### src/rtl/controller_pkg.sv
// Shared CPU definitions: instruction opcodes (also used by the ALU) and the
// eight-step instruction phase sequence driven by the controller.
package controller_pkg;

  localparam int OPCODE_W = 3;
  localparam int PHASE_W  = 3;

  typedef enum logic [OPCODE_W-1:0] {
    HLT = 3'b000,
    SKZ = 3'b001,
    ADD = 3'b010,
    AND = 3'b011,
    XOR = 3'b100,
    LDA = 3'b101,
    STO = 3'b110,
    JMP = 3'b111
  } opcode_t;

  typedef enum logic [PHASE_W-1:0] {
    INST_ADDR  = 3'd0,
    INST_FETCH = 3'd1,
    INST_LOAD  = 3'd2,
    IDLE       = 3'd3,
    OP_ADDR    = 3'd4,
    OP_FETCH   = 3'd5,
    ALU_OP     = 3'd6,
    STORE      = 3'd7
  } phase_t;

  // Opcodes whose result is written back into the accumulator; these read
  // their operand from memory.
  function automatic logic is_aluop(input opcode_t op);
    return (op == ADD) || (op == AND) || (op == XOR) || (op == LDA);
  endfunction

endpackage

### src/rtl/controller.sv
// CPU sequencing controller.
// Steps through an 8-phase instruction cycle and decodes the control strobes
// for the current phase from the instruction opcode and the accumulator zero
// flag. A HLT instruction freezes the sequence in OP_ADDR until reset.
//
// Ports:
//   clk     in   clock, all state changes on rising edge
//   rst     in   synchronous active-high reset
//   opcode  in   [2:0] opcode from the instruction register
//   zero    in   accumulator-is-zero flag from the ALU
//   sel     out  address mux select (1 = program counter, 0 = IR operand)
//   rd      out  memory read enable
//   ld_ir   out  instruction register load
//   halt    out  CPU halted indication
//   inc_pc  out  program counter increment
//   ld_ac   out  accumulator load from ALU output
//   ld_pc   out  program counter load from IR operand
//   wr      out  memory write enable
//   data_e  out  accumulator drive onto data bus
module controller
  import controller_pkg::*;
(
  input  logic                clk,
  input  logic                rst,
  input  logic [OPCODE_W-1:0] opcode,
  input  logic                zero,
  output logic                sel,
  output logic                rd,
  output logic                ld_ir,
  output logic                halt,
  output logic                inc_pc,
  output logic                ld_ac,
  output logic                ld_pc,
  output logic                wr,
  output logic                data_e
);

  phase_t  phase_reg, phase_next;
  logic    halted_reg, halted_next;
  opcode_t op;
  logic    aluop;

  assign op    = opcode_t'(opcode);
  assign aluop = is_aluop(op);

  // State register: reset overrides both advance and halt.
  always_ff @(posedge clk) begin
    if (rst) begin
      phase_reg  <= INST_ADDR;
      halted_reg <= 1'b0;
    end else begin
      phase_reg  <= phase_next;
      halted_reg <= halted_next;
    end
  end

  // Next-state: advance one phase per clock unless halted. HLT seen in
  // OP_ADDR latches the sticky halted flag and holds the phase there.
  always_comb begin
    phase_next  = phase_t'(phase_reg + 3'd1);
    halted_next = halted_reg;
    if (halted_reg) begin
      phase_next = phase_reg;
    end else if (phase_reg == OP_ADDR && op == HLT) begin
      phase_next  = phase_reg;
      halted_next = 1'b1;
    end
  end

  // Output decode. While reset is asserted the outputs already show the
  // INST_ADDR decode, so nothing mid-instruction leaks out during reset.
  always_comb begin
    sel    = 1'b0;
    rd     = 1'b0;
    ld_ir  = 1'b0;
    halt   = 1'b0;
    inc_pc = 1'b0;
    ld_ac  = 1'b0;
    ld_pc  = 1'b0;
    wr     = 1'b0;
    data_e = 1'b0;
    if (rst) begin
      sel = 1'b1;
    end else if (halted_reg) begin
      halt = 1'b1;
    end else begin
      case (phase_reg)
        INST_ADDR: begin
          sel = 1'b1;
        end
        INST_FETCH: begin
          sel = 1'b1;
          rd  = 1'b1;
        end
        INST_LOAD, IDLE: begin
          sel   = 1'b1;
          rd    = 1'b1;
          ld_ir = 1'b1;
        end
        OP_ADDR: begin
          inc_pc = 1'b1;
          halt   = (op == HLT);
        end
        OP_FETCH: begin
          rd = aluop;
        end
        ALU_OP: begin
          rd     = aluop;
          // Skip: the extra increment here steps over the next instruction.
          inc_pc = (op == SKZ) && zero;
          ld_pc  = (op == JMP);
          data_e = (op == STO);
        end
        STORE: begin
          rd     = aluop;
          ld_ac  = aluop;
          inc_pc = (op == JMP);
          ld_pc  = (op == JMP);
          wr     = (op == STO);
          data_e = (op == STO);
        end
        default: begin
          sel = 1'b0;
        end
      endcase
    end
  end

endmodule
### config.mk
export PLATFORM = sky130hd
export DESIGN_NAME = controller
export DESIGN_NICKNAME = d
export VERILOG_FILES = /design/src/rtl/controller_pkg.sv /design/src/rtl/controller.sv
export SDC_FILE = /design/constraint.sdc
export NUM_CORES = 1
export LEC_CHECK = 0
export ABC_AREA = 1
export CAP_MARGIN = 20
export CORE_AREA = 3 3 40 42
export DETAILED_ROUTE_END_ITERATION = 10
export DIE_AREA = 0 0 43 45
export DONT_BUFFER_PORTS = 1
export GPL_TIMING_DRIVEN = 0
export PLACE_DENSITY_LB_ADDON = 0.2
export REMOVE_ABC_BUFFERS = 1
export SKIP_LAST_GASP = 1
export SYNTH_ARGS = -nofsm -noshare
export SYNTH_HDL_FRONTEND = slang
export SYNTH_SLANG_ARGS = --single-unit
export TNS_END_PERCENT = 50
### constraint.sdc
create_clock -name clk -period 1.18 [get_ports clk]
set_input_delay 0 -clock clk [delete_from_list [all_inputs] [get_ports clk]]
set_output_delay 0 -clock clk [all_outputs]
set_load 0.005 [all_outputs]
# Word level (Yosys, flattened, before mapping)
# Index checks and enable logic that the tools add are counted.
# Widths: inputs -> output; s select.
[classes]
n_eq_ne = 14
bitwise_logic = 2
n_mux = 29
n_addsub = 1
reduce_logical = 13
[ops]
columns = ["cell", "count"]
rows = [
  ["$mux 1", 27],
  ["$eq 3x3->1 const B", 8],
  ["$eq 3x2->1 const B", 4],
  ["$eq 3x1->1 const B", 2],
  ["$logic_not 3->1", 2],
  ["$reduce_or 3->1", 2],
  ["$reduce_or 2->1", 2],
  ["$reduce_or 4->1", 1],
  ["$add 3x1->3 const B", 1],
  ["$logic_or 1x1->1", 3],
  ["$pmux 1 s3", 1],
  ["$logic_and 1x1->1", 2],
  ["$not 1->1", 2],
  ["$pmux 1 s2", 1],
  ["$reduce_and 2->1", 1],
]
[word_totals]
reg_bits = 4
in_bits = 6
word_cells = 61
output_inout_bits = 9

# Depth between registers and ports, before layout
[depth]
depth_word = 7
mapped_depth = 8

# Worst setup path before layout
# Ideal clock, no wire load.
[synth_timing]
path_kind = "reg2out"
start = "register phase_reg[0]"
end = "output ld_pc"
t_arrival_ns = 1.118
stages_incl_launch_ff = 6
path_slack_ns = 0.062
cell_sequence = "dfxtp_1 > ha_1 > ha_1 > a21oi_1 > or2_1 > nor3_2"
[synth_via]
elab_chain_len = 5
[synth_lines]
columns = ["item", "line_no", "source"]
rows = [
  ["from (decl)", "controller.sv:38", "phase_t phase_reg, phase_next;"],
  ["from (signal assigned)", "controller.sv:52", "phase_reg <= phase_next;"],
  ["$eq 3x3->1", "controller.sv:87", "case (phase_reg)"],
  ["$reduce_or 2->1 (no line) (*)", "n/a", ""],
  ["$mux 1 (*)", "n/a", ""],
  ["$mux 1 (*)", "controller.sv:84", "end else if (halted_reg) begin"],
  ["$mux 1 (*)", "controller.sv:82", "if (rst) begin"],
  ["to (decl)", "controller.sv:33", "output logic ld_pc,"],
]
# Every way passes the cells marked *; elsewhere a longest branch is shown, timed or not.

# Final worst setup path
# Same ends and word-level chain as after synthesis.

==> run summary <==
Max Cap Viol: 0
setup ws final: -0.157 ns
Post-Syn Area per Cell: 6.38 um2
Leak Pwr: 0.301 nW
Synth Cell Area: 453 um2
crit end category: primary output
Worst Path Max Fanout: 4
CTS tree: built
drt via density: 4.66
max FFs per register: 3
Clk pin slew, worst setup/hold paths: 0.03 ns
Worst-Margin Slew: 0.249 ns
first-pass GRT wire length: 1760 um
Diodes inserted: 0
Mapped Cells: 71
Yosys top cell area share: 0.193
nets: 96
ratio of cells with drive above 1 in the final layout: 0.432
flop-to-flop setup slack: -0.01 ns
Clk Latency, worst-skew pair: 0.23 ns
post-detailed-route count of antenna-violating nets: 0
CP most frequent cell: ha_4
RSZ-0062 raised after global routing: true
violated checks: setup timing
die width: 43 um
WP data required: 1.18 ns
Die Height: 45 um
slew margin rel.: 0.834
WP data arrival: 1.34 ns
worst min path class: primary input to flop
DR WL/cell: 10.8 um
H-tree levels: 1
Max Clock Freq: 748 MHz
Startpoint Class: flop
Adder-Cell Fraction of Synth Area: 0.193
outcome: finished, violations left
crit share post-route: 1.13
P per Cell Area: 837 nW/um2
Top Ports: 15
post-synthesis xor/xnor area fraction: 0
ys flop type: dfxtp_1
Compound-Gate Fraction of Synth Area: 0.122
synthesis-stage register bit count: 4
critical path's top delay family: simple AND/OR/NAND/NOR gates
Post-synth EDFFs: 0
Detailed Route WL: 1040 um
Max clock buf depth: 2
DRT iter0 DRCs: 3
Tmin final: 1.34 ns
post-synthesis mux area share: 0
synth warn: 0
worst hold path depth: 3
Fin Hold WS: 0.0174 ns
Hold Path Sink: halted_reg$_SDFF_PP0_
maximum vdd drop: 0.459 mV
ranking of synthesized cells by area: ha_1, dfxtp_1, inv_1
Remaining DRCs: 0
dpl hpwl: 690 um
Total GRT Usage: 0.123
initial core utilization: 0.352
total CTS buffers: 3
initial antenna violation count: 0
die area: 1940 um2
Hold Path Origin: opcode[1]
Crit path largest cell delay: 0.37 ns
Area Overhead vs Synth: 50.3%
GPL Wtd Cong: 0.688
crit path cell chain: ha_4 -> ha_4 -> a21oi_4 -> or2_4 -> nor3_4
DRT Pass-1 Iters: 2
largest net degree at the start of global routing: 9
post-synth top area cell: ha_1
Post-DP Area: 472 um2
largest family of logic cells by synthesized area: simple AND/OR/NAND/NOR gates
CP max stage cell: dfxtp_4
Port-buffer cells: 0
cell row count: 13
max-slew violations: 0
Setup WS pre-CTS: -0.102 ns
clock skew: 0.000333 ns
R2R depth: 7
Synth Area in Simple Gates: 0.392
asr flop ratio synth: 0
clock sinks: 4
Root Buffer: clkbuf_4
Power Total: 0.570 mW
reg2reg start: phase_reg[0]$_SDFFE_PP0P_
top cells by count, synth: inv_1, nand2_1, nor2_1
core area: 1280 um2
GR Overflow Total: 0
vias in the first global route: 430
design area: 681 um2
Vias: 447
CP bufs+invs: 0
Final setup viols: 10
Worst R2R End: phase_reg[1]$_SDFFE_PP0P_
critical path type: flop to primary output
Cell variety after synth: 18
Final Hold Vio Count: 0
sequential fraction of the synthesis area: 0.177
==> power breakdown <==
| part | switching [mW] | internal (mW) |
|---|---|---|
| Combinational | 0.127 | 0.104 |
| Sequential | 0.0229 | 0.152 |
| Clock | 0.0506 | 0.113 |
| Total | 0.200 | 0.369 |
==> routing by layer <==
layer  wire length, um  GRT usage
met1               481      0.163
met2               498      0.186
met3                40     0.0120
met4                16     0.0904
met5                 0          0
==> stage by stage <==
stage	setup TNS, ns	util	std cells
floorplan	0	-	71
global placement	-0.391	0.367	86
detailed placement	-0.361	0.367	86
CTS	-0.975	0.489	96
global route	-1.77	0.530	96
finish	-0.922	0.530	96
==> worst max path at each step <==
stage / start / to / depth (start not counted) / slack [ns]
finish: phase_reg[0]$_SDFFE_PP0P_ / ld_pc / 5 / -0.16
global route: phase_reg[0]$_SDFFE_PP0P_ / inc_pc / 7 / -0.21
CTS: phase_reg[0]$_SDFFE_PP0P_ / ld_pc / 5 / -0.20
detailed placement: phase_reg[2]$_SDFFE_PP0P_ / sel / 5 / -0.10
global placement: phase_reg[2]$_SDFFE_PP0P_ / sel / 5 / -0.1
floorplan: phase_reg[0]$_SDFFE_PP0P_ / ld_pc / 5 / 0.06
==> logic make-up (layout without fill, tap and decap cells) <==
family,Yosys count,in the layout
compound gates,10,10
buf+inv,14,24
fa+ha+maj,7,7
flops,4,4
simple gates,36,36
==> layout make-up <==
type / instances / area (um2)
Inverter: 14 / 52.6
Clock buffer: 3 / 22.5
Sequential cell: 4 / 91.3
Tap cell: 15 / 18.8
Multi-Input combinational cell: 53 / 433
Timing Repair Buffer: 7 / 62.6
Fill cell: 116 / 604
==> placed cells by master (no fill, tap or decap), drive strengths merged <==
cell type	Yosys	layout
inv	14	14
o21bai	1	1
clkbuf	0	3
o21a	1	1
dfxtp	4	4
a21oi	7	7
nand3	6	6
nand2	13	13
nor3	2	2
dlygate4sd3	0	1
ha	7	7
buf	0	6
o21ai	1	1
nor2	13	13
or2	2	2
==> worst min-delay path: cells and delay by family <==
kind / cells / cell delay [ns]
AO/OA/AOI/OAI: 1 / 0.06
AND/OR/NAND/NOR: 2 / 0.13
==> what timing repair did <==
| action | in CTS | in global routing |
|---|---|---|
| pin swaps | 6 | 10 |
| endpoints found under the setup margin | 12 | 12 |
| resized for setup | 21 | 13 |
| setup buffers | 6 | 0 |
| hold buffers | 1 | 0 |
| endpoints found under the hold margin | 4 | 0 |
Power figures use the tool's default switching activity.
